### src/rtl/multi_pattern_pwm_if.sv
// rtl/multi_pattern_pwm_if.sv - configuration write port for multi_pattern_pwm
interface multi_pattern_pwm_if #(
    parameter int CH_NUM    = 4,
    parameter int PAT_WIDTH = 16
);
    logic                      cfg_we;
    logic [$clog2(CH_NUM)-1:0] cfg_ch;
    logic [2:0]                cfg_sel;
    logic [PAT_WIDTH-1:0]      cfg_wdata;

    modport master (output cfg_we, cfg_ch, cfg_sel, cfg_wdata);
    modport slave  (input  cfg_we, cfg_ch, cfg_sel, cfg_wdata);
endinterface

### src/rtl/multi_pattern_pwm.sv
// rtl/multi_pattern_pwm.sv - multi-channel pattern PWM generator
// Each channel plays PAT_WIDTH slots LSB first from a shadow-buffered register set.
module multi_pattern_pwm #(
    parameter int CH_NUM    = 4,
    parameter int PAT_WIDTH = 16,
    parameter int CNT_WIDTH = 8
) (
    input  logic                      sys_clk,
    input  logic                      sys_rst,
    multi_pattern_pwm_if.slave        cfg,
    input  logic [CH_NUM-1:0]         ch_en,
    input  logic                      start,
    input  logic                      stop,
    output logic [CH_NUM-1:0]         pwm_out,
    output logic [CH_NUM-1:0]         busy,
    output logic [CH_NUM-1:0]         done
);
    localparam int BIT_W = $clog2(PAT_WIDTH);
    localparam int CH_W  = $clog2(CH_NUM);
    localparam logic [BIT_W-1:0]     LAST_BIT = BIT_W'(PAT_WIDTH - 1);
    localparam logic [CNT_WIDTH:0]   ONE_S    = (CNT_WIDTH+1)'(1);
    localparam logic [CNT_WIDTH-1:0] ONE_C    = CNT_WIDTH'(1);

    typedef enum logic [1:0] {S_IDLE, S_DELAY, S_HIGH, S_LOW} state_t;

    typedef struct packed {
        logic [CNT_WIDTH-1:0] duty;
        logic [CNT_WIDTH-1:0] gap;
        logic [CNT_WIDTH-1:0] pulse_num;
        logic [PAT_WIDTH-1:0] pattern;
        logic [CNT_WIDTH-1:0] phase;
    } regs_t;

    localparam regs_t REGS_RST = '{
        duty:      ONE_C,
        gap:       ONE_C,
        pulse_num: ONE_C,
        pattern:   '0,
        phase:     '0
    };

    for (genvar i = 0; i < CH_NUM; i++) begin : g_ch
        state_t               state_q, state_d;
        regs_t                shadow_q, shadow_d;
        regs_t                active_q, active_d;
        logic [CNT_WIDTH:0]   slot_cnt_q, slot_cnt_d;
        logic [BIT_W-1:0]     bit_idx_q, bit_idx_d;
        logic [CNT_WIDTH-1:0] rep_cnt_q, rep_cnt_d;
        logic [CNT_WIDTH-1:0] phase_cnt_q, phase_cnt_d;
        logic                 pwm_q, pwm_d;
        logic                 busy_q, busy_d;
        logic                 done_q, done_d;

        logic [CNT_WIDTH:0]   duty_eff;
        logic [CNT_WIDTH:0]   slot_len;
        logic [CNT_WIDTH:0]   slot_next;
        logic [BIT_W-1:0]     bit_next;
        logic [CNT_WIDTH-1:0] rep_next;
        logic                 abort;

        always_comb begin
            state_d     = state_q;
            shadow_d    = shadow_q;
            active_d    = active_q;
            slot_cnt_d  = slot_cnt_q;
            bit_idx_d   = bit_idx_q;
            rep_cnt_d   = rep_cnt_q;
            phase_cnt_d = phase_cnt_q;
            done_d      = 1'b0;

            duty_eff  = (active_q.duty == '0) ? ONE_S : {1'b0, active_q.duty};
            slot_len  = duty_eff + {1'b0, active_q.gap};
            slot_next = slot_cnt_q + ONE_S;
            bit_next  = bit_idx_q + BIT_W'(1);
            rep_next  = rep_cnt_q + ONE_C;
            abort     = stop || ((state_q != S_IDLE) && !ch_en[i]);

            if (cfg.cfg_we && (cfg.cfg_ch == CH_W'(i))) begin
                case (cfg.cfg_sel)
                    3'd0:    shadow_d.duty      = cfg.cfg_wdata[CNT_WIDTH-1:0];
                    3'd1:    shadow_d.gap       = cfg.cfg_wdata[CNT_WIDTH-1:0];
                    3'd2:    shadow_d.pulse_num = cfg.cfg_wdata[CNT_WIDTH-1:0];
                    3'd3:    shadow_d.pattern   = cfg.cfg_wdata;
                    3'd4:    shadow_d.phase     = cfg.cfg_wdata[CNT_WIDTH-1:0];
                    default: ;
                endcase
            end

            // Loads below read shadow_q, so a same-cycle write lands one load later.
            if (abort) begin
                state_d = S_IDLE;
            end else begin
                case (state_q)
                    S_IDLE: begin
                        if (start && ch_en[i]) begin
                            active_d    = shadow_q;
                            rep_cnt_d   = '0;
                            bit_idx_d   = '0;
                            slot_cnt_d  = '0;
                            phase_cnt_d = '0;
                            if (shadow_q.phase != '0)
                                state_d = S_DELAY;
                            else
                                state_d = shadow_q.pattern[0] ? S_HIGH : S_LOW;
                        end
                    end
                    S_DELAY: begin
                        if (phase_cnt_q == active_q.phase - ONE_C)
                            state_d = active_q.pattern[0] ? S_HIGH : S_LOW;
                        else
                            phase_cnt_d = phase_cnt_q + ONE_C;
                    end
                    default: begin
                        if (slot_cnt_q == slot_len - ONE_S) begin
                            slot_cnt_d = '0;
                            if (bit_idx_q == LAST_BIT) begin
                                rep_cnt_d = rep_next;
                                bit_idx_d = '0;
                                if ((active_q.pulse_num != '0) && (rep_next == active_q.pulse_num)) begin
                                    state_d = S_IDLE;
                                    done_d  = 1'b1;
                                end else begin
                                    active_d = shadow_q;
                                    state_d  = shadow_q.pattern[0] ? S_HIGH : S_LOW;
                                end
                            end else begin
                                bit_idx_d = bit_next;
                                state_d   = active_q.pattern[bit_next] ? S_HIGH : S_LOW;
                            end
                        end else begin
                            slot_cnt_d = slot_next;
                            state_d    = (active_q.pattern[bit_idx_q] && (slot_next < duty_eff))
                                         ? S_HIGH : S_LOW;
                        end
                    end
                endcase
            end

            pwm_d  = (state_d == S_HIGH);
            busy_d = (state_d != S_IDLE);
        end

        always_ff @(posedge sys_clk or posedge sys_rst) begin
            if (sys_rst) begin
                state_q     <= S_IDLE;
                shadow_q    <= REGS_RST;
                active_q    <= REGS_RST;
                slot_cnt_q  <= '0;
                bit_idx_q   <= '0;
                rep_cnt_q   <= '0;
                phase_cnt_q <= '0;
                pwm_q       <= 1'b0;
                busy_q      <= 1'b0;
                done_q      <= 1'b0;
            end else begin
                state_q     <= state_d;
                shadow_q    <= shadow_d;
                active_q    <= active_d;
                slot_cnt_q  <= slot_cnt_d;
                bit_idx_q   <= bit_idx_d;
                rep_cnt_q   <= rep_cnt_d;
                phase_cnt_q <= phase_cnt_d;
                pwm_q       <= pwm_d;
                busy_q      <= busy_d;
                done_q      <= done_d;
            end
        end

        assign pwm_out[i] = pwm_q;
        assign busy[i]    = busy_q;
        assign done[i]    = done_q;
    end
endmodule

### src/flat_wrapper.sv
// flat-port wrapper written by rule: the top's interface ports become plain ports
module multi_pattern_pwm_flat 
#(
    parameter int CH_NUM    = 4,
    parameter int PAT_WIDTH = 16,
    parameter int CNT_WIDTH = 8
)
  (sys_clk, sys_rst, ch_en, start, stop, pwm_out, busy, done, cfg_cfg_we, cfg_cfg_ch, cfg_cfg_sel, cfg_cfg_wdata);
  multi_pattern_pwm_if #(.CH_NUM(CH_NUM), .PAT_WIDTH(PAT_WIDTH)) cfg_i ();
  input  logic sys_clk;
  input  logic sys_rst;
  input  logic [CH_NUM-1:0] ch_en;
  input  logic start;
  input  logic stop;
  output logic [CH_NUM-1:0] pwm_out;
  output logic [CH_NUM-1:0] busy;
  output logic [CH_NUM-1:0] done;
  input wire logic [$bits(cfg_i.cfg_we)-1:0] cfg_cfg_we;
  input wire logic [$bits(cfg_i.cfg_ch)-1:0] cfg_cfg_ch;
  input wire logic [$bits(cfg_i.cfg_sel)-1:0] cfg_cfg_sel;
  input wire logic [$bits(cfg_i.cfg_wdata)-1:0] cfg_cfg_wdata;
  assign cfg_i.cfg_we = cfg_cfg_we;
  assign cfg_i.cfg_ch = cfg_cfg_ch;
  assign cfg_i.cfg_sel = cfg_cfg_sel;
  assign cfg_i.cfg_wdata = cfg_cfg_wdata;
  multi_pattern_pwm #(.CH_NUM(CH_NUM), .PAT_WIDTH(PAT_WIDTH), .CNT_WIDTH(CNT_WIDTH)) u_core (.sys_clk(sys_clk), .sys_rst(sys_rst), .cfg(cfg_i), .ch_en(ch_en), .start(start), .stop(stop), .pwm_out(pwm_out), .busy(busy), .done(done));
endmodule
### config.mk
export PLATFORM = sky130hd
export DESIGN_NAME = multi_pattern_pwm_flat
export DESIGN_NICKNAME = d
export VERILOG_FILES = /design/src/rtl/multi_pattern_pwm_if.sv /design/src/rtl/multi_pattern_pwm.sv /design/src/flat_wrapper.sv
export SDC_FILE = /design/constraint.sdc
export NUM_CORES = 1
export LEC_CHECK = 0
export BUFFER_PORTS_ARGS = -buffer_cell sky130_fd_sc_hd__buf_2
export CORE_ASPECT_RATIO = 1.5
export CORE_MARGIN = 5
export CORE_UTILIZATION = 55
export DETAILED_ROUTE_END_ITERATION = 10
export PLACE_DENSITY = 0.77
export SLEW_MARGIN = 5
export SYNTH_ARGS = -nofsm -noshare
export SYNTH_HDL_FRONTEND = slang
export SYNTH_SLANG_ARGS = --single-unit
export TNS_END_PERCENT = 20
### constraint.sdc
create_clock -name sys_clk -period 14.9 [get_ports sys_clk]
set_input_delay 1.49 -clock sys_clk [delete_from_list [all_inputs] [get_ports sys_clk]]
set_output_delay 1.49 -clock sys_clk [all_outputs]
set_load 0.03 [all_outputs]
[Yosys cells after proc, flatten, opt, wreduce, memory -nomap -nowiden]
Cells that the tools add are included.
Storage, ports and cells
  register bits after elaboration: 520
  input port bits: 30
  output and inout bits: 12
  logic and storage cells: 433
Cells by class
  $add $sub $neg: 28
  $lt $le $gt $ge: 12
  equal/unequal tests: 43
  muxes and demuxes: 160
  bitwise logic cells: 8
  reductions and logical operators: 110
Operators with widths (count)
  $mux W48: 16
  $pmux W48 S2: 4
  $mux W8: 20
  $pmux W8 S2: 8
  $mux W9: 8
  $pmux W9 S2: 4
  $add A8 B1 Y8 const B: 8
  $eq A8 B8 Y1: 8
  $reduce_bool A8 Y1: 8
  $mux W2: 28
  $mux W4: 12
  $mux W1: 44
  $lt A4 B5 Y1 const B: 8
  $reduce_and A2 Y1: 20
  $reduce_bool A2 Y1: 20
  $add A9 B1 Y9 const B: 4
  $add A9 B8 Y9: 4
  $eq A9 B9 Y1: 4
  $lt A9 B9 Y1: 4
  $sub A9 B1 Y9 const B: 4
  $bmux W1 S4: 8
  $logic_not A8 Y1: 4
  $pmux W4 S2: 4
  $reduce_and A4 Y1: 8
  other kinds (21): 101

[Logic depth before layout (Yosys ltp)]
  word-level depth: 9
  gate-level depth with buffers: 17
  depth with buffers taken out: 15

[Worst setup path after synthesis]
No wires, ideal clock.
  kind: register to register
  start point: register u_core.g_ch[3].active_q[44] in the netlist's numbering
  end point: register u_core.g_ch[3].active_q[0] in the netlist's numbering
  library setup time: 0.125 ns
  arrival time: 3.909 ns
  data required time: 14.775 ns
  slack: 10.867 ns
  cell stages (with the launch flop): 17
  clock period less this slack: 4.033 ns
  path through: dfrtp_1 nor4_1 a41oi_1 ha_1 inv_1 ha_1 inv_1 fa_1 xnor2_1 xnor2_1 and4_1 or4b_2 nor4_2 o211ai_1 buf_2 buf_1 mux2_2
Between the ends
  word-level cells in the longest chain between the ends: 7
RTL lines
  start: declaration: RTL line multi_pattern_pwm.sv:45  | regs_t active_q, active_d;
  start signal: assignment: RTL line multi_pattern_pwm.sv:158  | active_q <= active_d;
  $logic_not A8 Y1: RTL line multi_pattern_pwm.sv:71  | duty_eff = (active_q.duty == '0) ? ONE_S : {1'b0, active_q.duty};
  $mux W8 (*): RTL line multi_pattern_pwm.sv:71
  $add A9 B8 Y9 (*): RTL line multi_pattern_pwm.sv:72  | slot_len = duty_eff + {1'b0, active_q.gap};
  $sub A9 B1 Y9 (*): RTL line multi_pattern_pwm.sv:114  | if (slot_cnt_q == slot_len - ONE_S) begin
  $eq A9 B9 Y1 (*): RTL line multi_pattern_pwm.sv:114
  $reduce_bool A2 Y1 (no line) (*)
  $reduce_and A6 Y1 (no line) (*)
Mark *: on every way between the ends. The rest lies on a longest branch, timed or not.
A chain may end at the register's enable or synchronous reset.

[Worst setup path in the final report]
  start point: register u_core.g_ch[2].active_q[44] in the netlist's numbering
  end point: register u_core.g_ch[2].active_q[34] in the netlist's numbering
Between the ends
  word-level cells in the longest chain between the ends: 7
RTL lines (RTL line)
  start: declaration: multi_pattern_pwm.sv:45
  start signal: assignment: multi_pattern_pwm.sv:158
  $logic_not A8 Y1: multi_pattern_pwm.sv:71
  $mux W8 (*): multi_pattern_pwm.sv:71
  $add A9 B8 Y9 (*): multi_pattern_pwm.sv:72
  $sub A9 B1 Y9 (*): multi_pattern_pwm.sv:114
  $eq A9 B9 Y1 (*): multi_pattern_pwm.sv:114
  $reduce_bool A2 Y1 (no line) (*)
  $reduce_and A6 Y1 (no line) (*)
Marks and branches as above.

==> results.md <==
| Item | This run |
|---|---|
| Chip Height | 286.1 µm |
| Boundary Pins | 42 |
| CTS Hold Buffers Added | 0 |
| Cell taking the most area after synthesis | dfrtp_1 |
| Final routed wirelength across all metal layers | 62100 µm |
| Clock tree from TritonCTS | built |
| Netlist Area Pre-Place | 27950 µm² |
| Reg-to-reg critical path endpoint | u_core.g_ch[2].active_q[34] |
| Critical Path Fanout Max | 48 |
| Max VDD drop | 0.0001396 V |
| Tot Pwr | 5543 µW |
| Ranking of synthesized cells by instance count | dfrtp_1, mux2_2, inv_1, nand2_1, o21ai_0 |
| Area of the die | 55520 µm² |
| EDFF count, synth | 0 |
| Post-synthesis to final-layout area growth | 8.645% |
| CTS sink count | 520 |
| H-tree depth | 2 |
| CP required | 15.35 ns |
| Max-Cap Viols | 0 |
| Number of DRC violations after detailed routing | 0 |
| Combined flip-flop and latch cell area | 13040 µm² |
| CTS Buffer Depth | 3 |
| Leading cell types by total area after synthesis | dfrtp_1, mux2_2, ha_1 |
| Leakage Power | 0.01390 µW |
| Unrepaired setup endpoints after global routing | false |
| Worst relative slew slack | 0.2233 |
| Pin count of the biggest net entering global routing | 204 |
| Register bit total from synthesis | 520 |
| Final critical-path share of the clock period | 0.3282 |
| Wire length of the first global-routing pass | 102400 µm |
| Result of the run | complete, no violations |
| Worst setup SP type | flip-flop |
| CP Data Arrival Time | 5.34 ns |
| Fraction of post-synthesis cell area in the top cell type by area | 0.4441 |
| Pre-antenna DRT Iters | 6 |
| Number of library cell types mapped by synthesis | 81 |
| Synthesis warning total | 0 |
| Number of hold violations in the final report | 0 |
| Fin Clk Skew | 0.01442 ns |
| Ys flop type | dfrtp_1 |
| Setup Fix Bufs, Post-CTS | 0 |
| Vias in the first global route | 20050 |
| Total routing usage reported by global routing | 0.2226 |
| Proportion of register bits with asynchronous set or reset after synthesis | 1.000 |
| Number of cells on the worst reg-to-reg path | 16 |
| Average instance area after synthesis | 11.32 µm² |
| Register-to-register path setup slack | 10.01 ns |
| Clock root buffer | clkbuf_16 |
| Total of buffers placed on input and output ports | 41 |
| Die Span X | 194.1 µm |
| HPWL after DPL | 42630 µm |
| Nets | 2612 |
| Worst setup path endpoint | u_core.g_ch[2].active_q[34] |
| Filler cells | 3914 |
| Power per cell area | 182.5 nW/µm² |
| Net count after synthesis | 2612 |
| Antenna violation net count after detailed routing | 0 |
| Element type at the critical path end | flip-flop |
| Share of post-route cells with drive strength above 1 | 0.2471 |
| Gate Count Post-Synth | 2470 |
| Fin crit period | 4.890 ns |
| Area used by multi-input combinational logic | 13790 µm² |
| Clock transition time at the flip-flop clock pins of the worst setup and hold paths | 0.07 ns |
| Transition at the pin with the smallest max-transition slack | 1.163 ns |
| Initial cell density of the core | 0.5543 |
| TritonCTS buffer count | 49 |
| Highest attainable clock frequency | 204.5 MHz |
| Launch point of the worst reg-to-reg path | u_core.g_ch[2].active_q[44] |
| Sequential-to-total area share from yosys stat | 0.4667 |
| Global-route congestion overflow total | 0 |
| Routability cong. | 0.8898 |
| Most instantiated library cell after synthesis | dfrtp_1 |
| Via-to-Cell Ratio | 5.984 |
| First-iteration detailed-routing DRC count | 1131 |
| Worst setup startpoint | u_core.g_ch[2].active_q[44] |
| Number of antenna violations at the first check in global routing | 9 |
| Number of vias in the routed layout | 19050 |
| Sum of negative setup slack | 0 ns |
| Final setup violating endpoints | 0 |
| Worst hold margin | 0.4937 ns |
| Worst Setup Path Type | reg2reg |
| Number of pins with negative max-slew slack in the final report | 0 |
| Hold crit path type | reg2reg |
| Average routed wire per standard cell | 19.51 µm |
| Clock latency on the worst-skew pair | 0.58 ns |
| Placeable core region | 50420 µm² |
| Number of rows created at floorplan | 101 |
| Number of resized instances in the post-cts repair step | 0 |
==> metal layers <==
| layer | vias to the layer above | routed length (µm) | part of all wire | track usage |
|---|---|---|---|---|
| li1 | 8855 | - | - | - |
| met1 | 9603 | 24220 | 0.39 | 0.2562 |
| met2 | 405 | 32430 | 0.52 | 0.4048 |
| met3 | 175 | 2564 | 0.041 | 0.03617 |
| met4 | 8 | 2843 | 0.046 | 0.1041 |
| met5 | - | 46 | 0.00074 | 0 |
==> how the worst min path moves through the flow <==
stage,cells past startpoint,end,from,slack [ns]
finish,1,u_core.g_ch[0].active_q[42],u_core.g_ch[0].shadow_q[42],0.49
global route,1,u_core.g_ch[3].shadow_q[30],u_core.g_ch[3].shadow_q[30],0.51
CTS,1,u_core.g_ch[0].active_q[42],u_core.g_ch[0].shadow_q[42],0.49
detailed placement,1,u_core.g_ch[0].active_q[42],u_core.g_ch[0].shadow_q[42],0.49
global placement,1,u_core.g_ch[2].active_q[26],u_core.g_ch[2].shadow_q[26],0.48
floorplan,1,u_core.g_ch[2].active_q[31],u_core.g_ch[2].shadow_q[31],0.47
==> registers in the layout (all words and copies together) (netlist names) <==
register,count
u_core.g_ch.pwm_q,4
u_core.g_ch.active_q,192
u_core.g_ch.rep_cnt_q,32
u_core.g_ch.state_q,8
u_core.g_ch.phase_cnt_q,32
u_core.g_ch.bit_idx_q,16
u_core.g_ch.done_q,4
u_core.g_ch.slot_cnt_q,36
u_core.g_ch.shadow_q,192
u_core.g_ch.busy_q,4
==> cells by family after synthesis <==
group	Yosys count	synth area share
DFF	520	0.4667
buffers and inverters	279	0.04020
AOI/OAI and AO/OA	372	0.08587
adders and majority gates	112	0.05122
xor gates and xnor gates	173	0.05422
muxes	443	0.1945
and+or+nand+nor	571	0.1073
==> placed cells by master, fill, tap and decap left out, types with 20 or more instances in the layout <==
cell	netlist	final
dfrtp_1	496	496
mux2_2	371	371
inv_1	167	166
nand2_1	136	136
o21ai_0	126	124
ha_1	108	108
nor2_1	94	94
xor2_1	89	89
xnor2_1	84	84
nand3_1	80	80
a21oi_1	65	65
clkbuf_16	0	51
nor3_1	42	41
buf_2	7	41
mux4_2	35	35
nor2b_1	26	26
nand4_1	26	26
and3_1	24	24
dfstp_2	24	24
o31ai_1	22	22
nor4_1	22	22
mux2_4	20	20
==> through the flow <==
| stage | utilization | cells | instance area [µm²] | setup slack [ns] |
|---|---|---|---|---|
| 2_1_floorplan | - | 2470 | 27950 | 6.365 |
| 3_3_place_gp | 0.5686 | 3088 | 28670 | 10.16 |
| 3_5_place_dp | 0.5686 | 3088 | 28670 | 10.05 |
| 4_1_cts | 0.6020 | 3178 | 30350 | 10.02 |
| 5_1_grt | 0.6020 | 3179 | 30350 | 9.586 |
| 6_report | 0.6022 | 3183 | 30360 | 10.01 |
==> report_power, final <==
part	switching, µW	internal, µW	total, µW
logic	1100	1080	2180
registers	299	1760	2060
clock network	543	762	1300
total	1940	3600	5540
==> critical path: stages (launching register included) <==
cell and delay [ns]:
dfrtp_1 0.40, nor4_1 0.32, a41oi_1 0.21, ha_1 0.25, inv_1 0.06, ha_1 0.15
inv_1 0.05, fa_1 0.49, xor2_1 0.14, o2111ai_1 0.11, nor3_1 0.23, o21ai_0 0.12
nor4b_1 0.80, a21oi_1 0.41, nand2b_2 0.30, buf_4 0.32, mux2_2 0.36
==> layout make-up <==
| class | instances | area share |
|---|---|---|
| timing repair buffer | 61 | 0.01211 |
| antenna | 5 | 0.0004121 |
| multi-input combinational | 1671 | 0.4542 |
| sequential | 520 | 0.4295 |
| clock buffer | 74 | 0.04784 |
| tap | 669 | 0.02757 |
| clock inverter | 16 | 0.007541 |
| inverter | 167 | 0.02077 |
(Power assumes the default switching activity.)
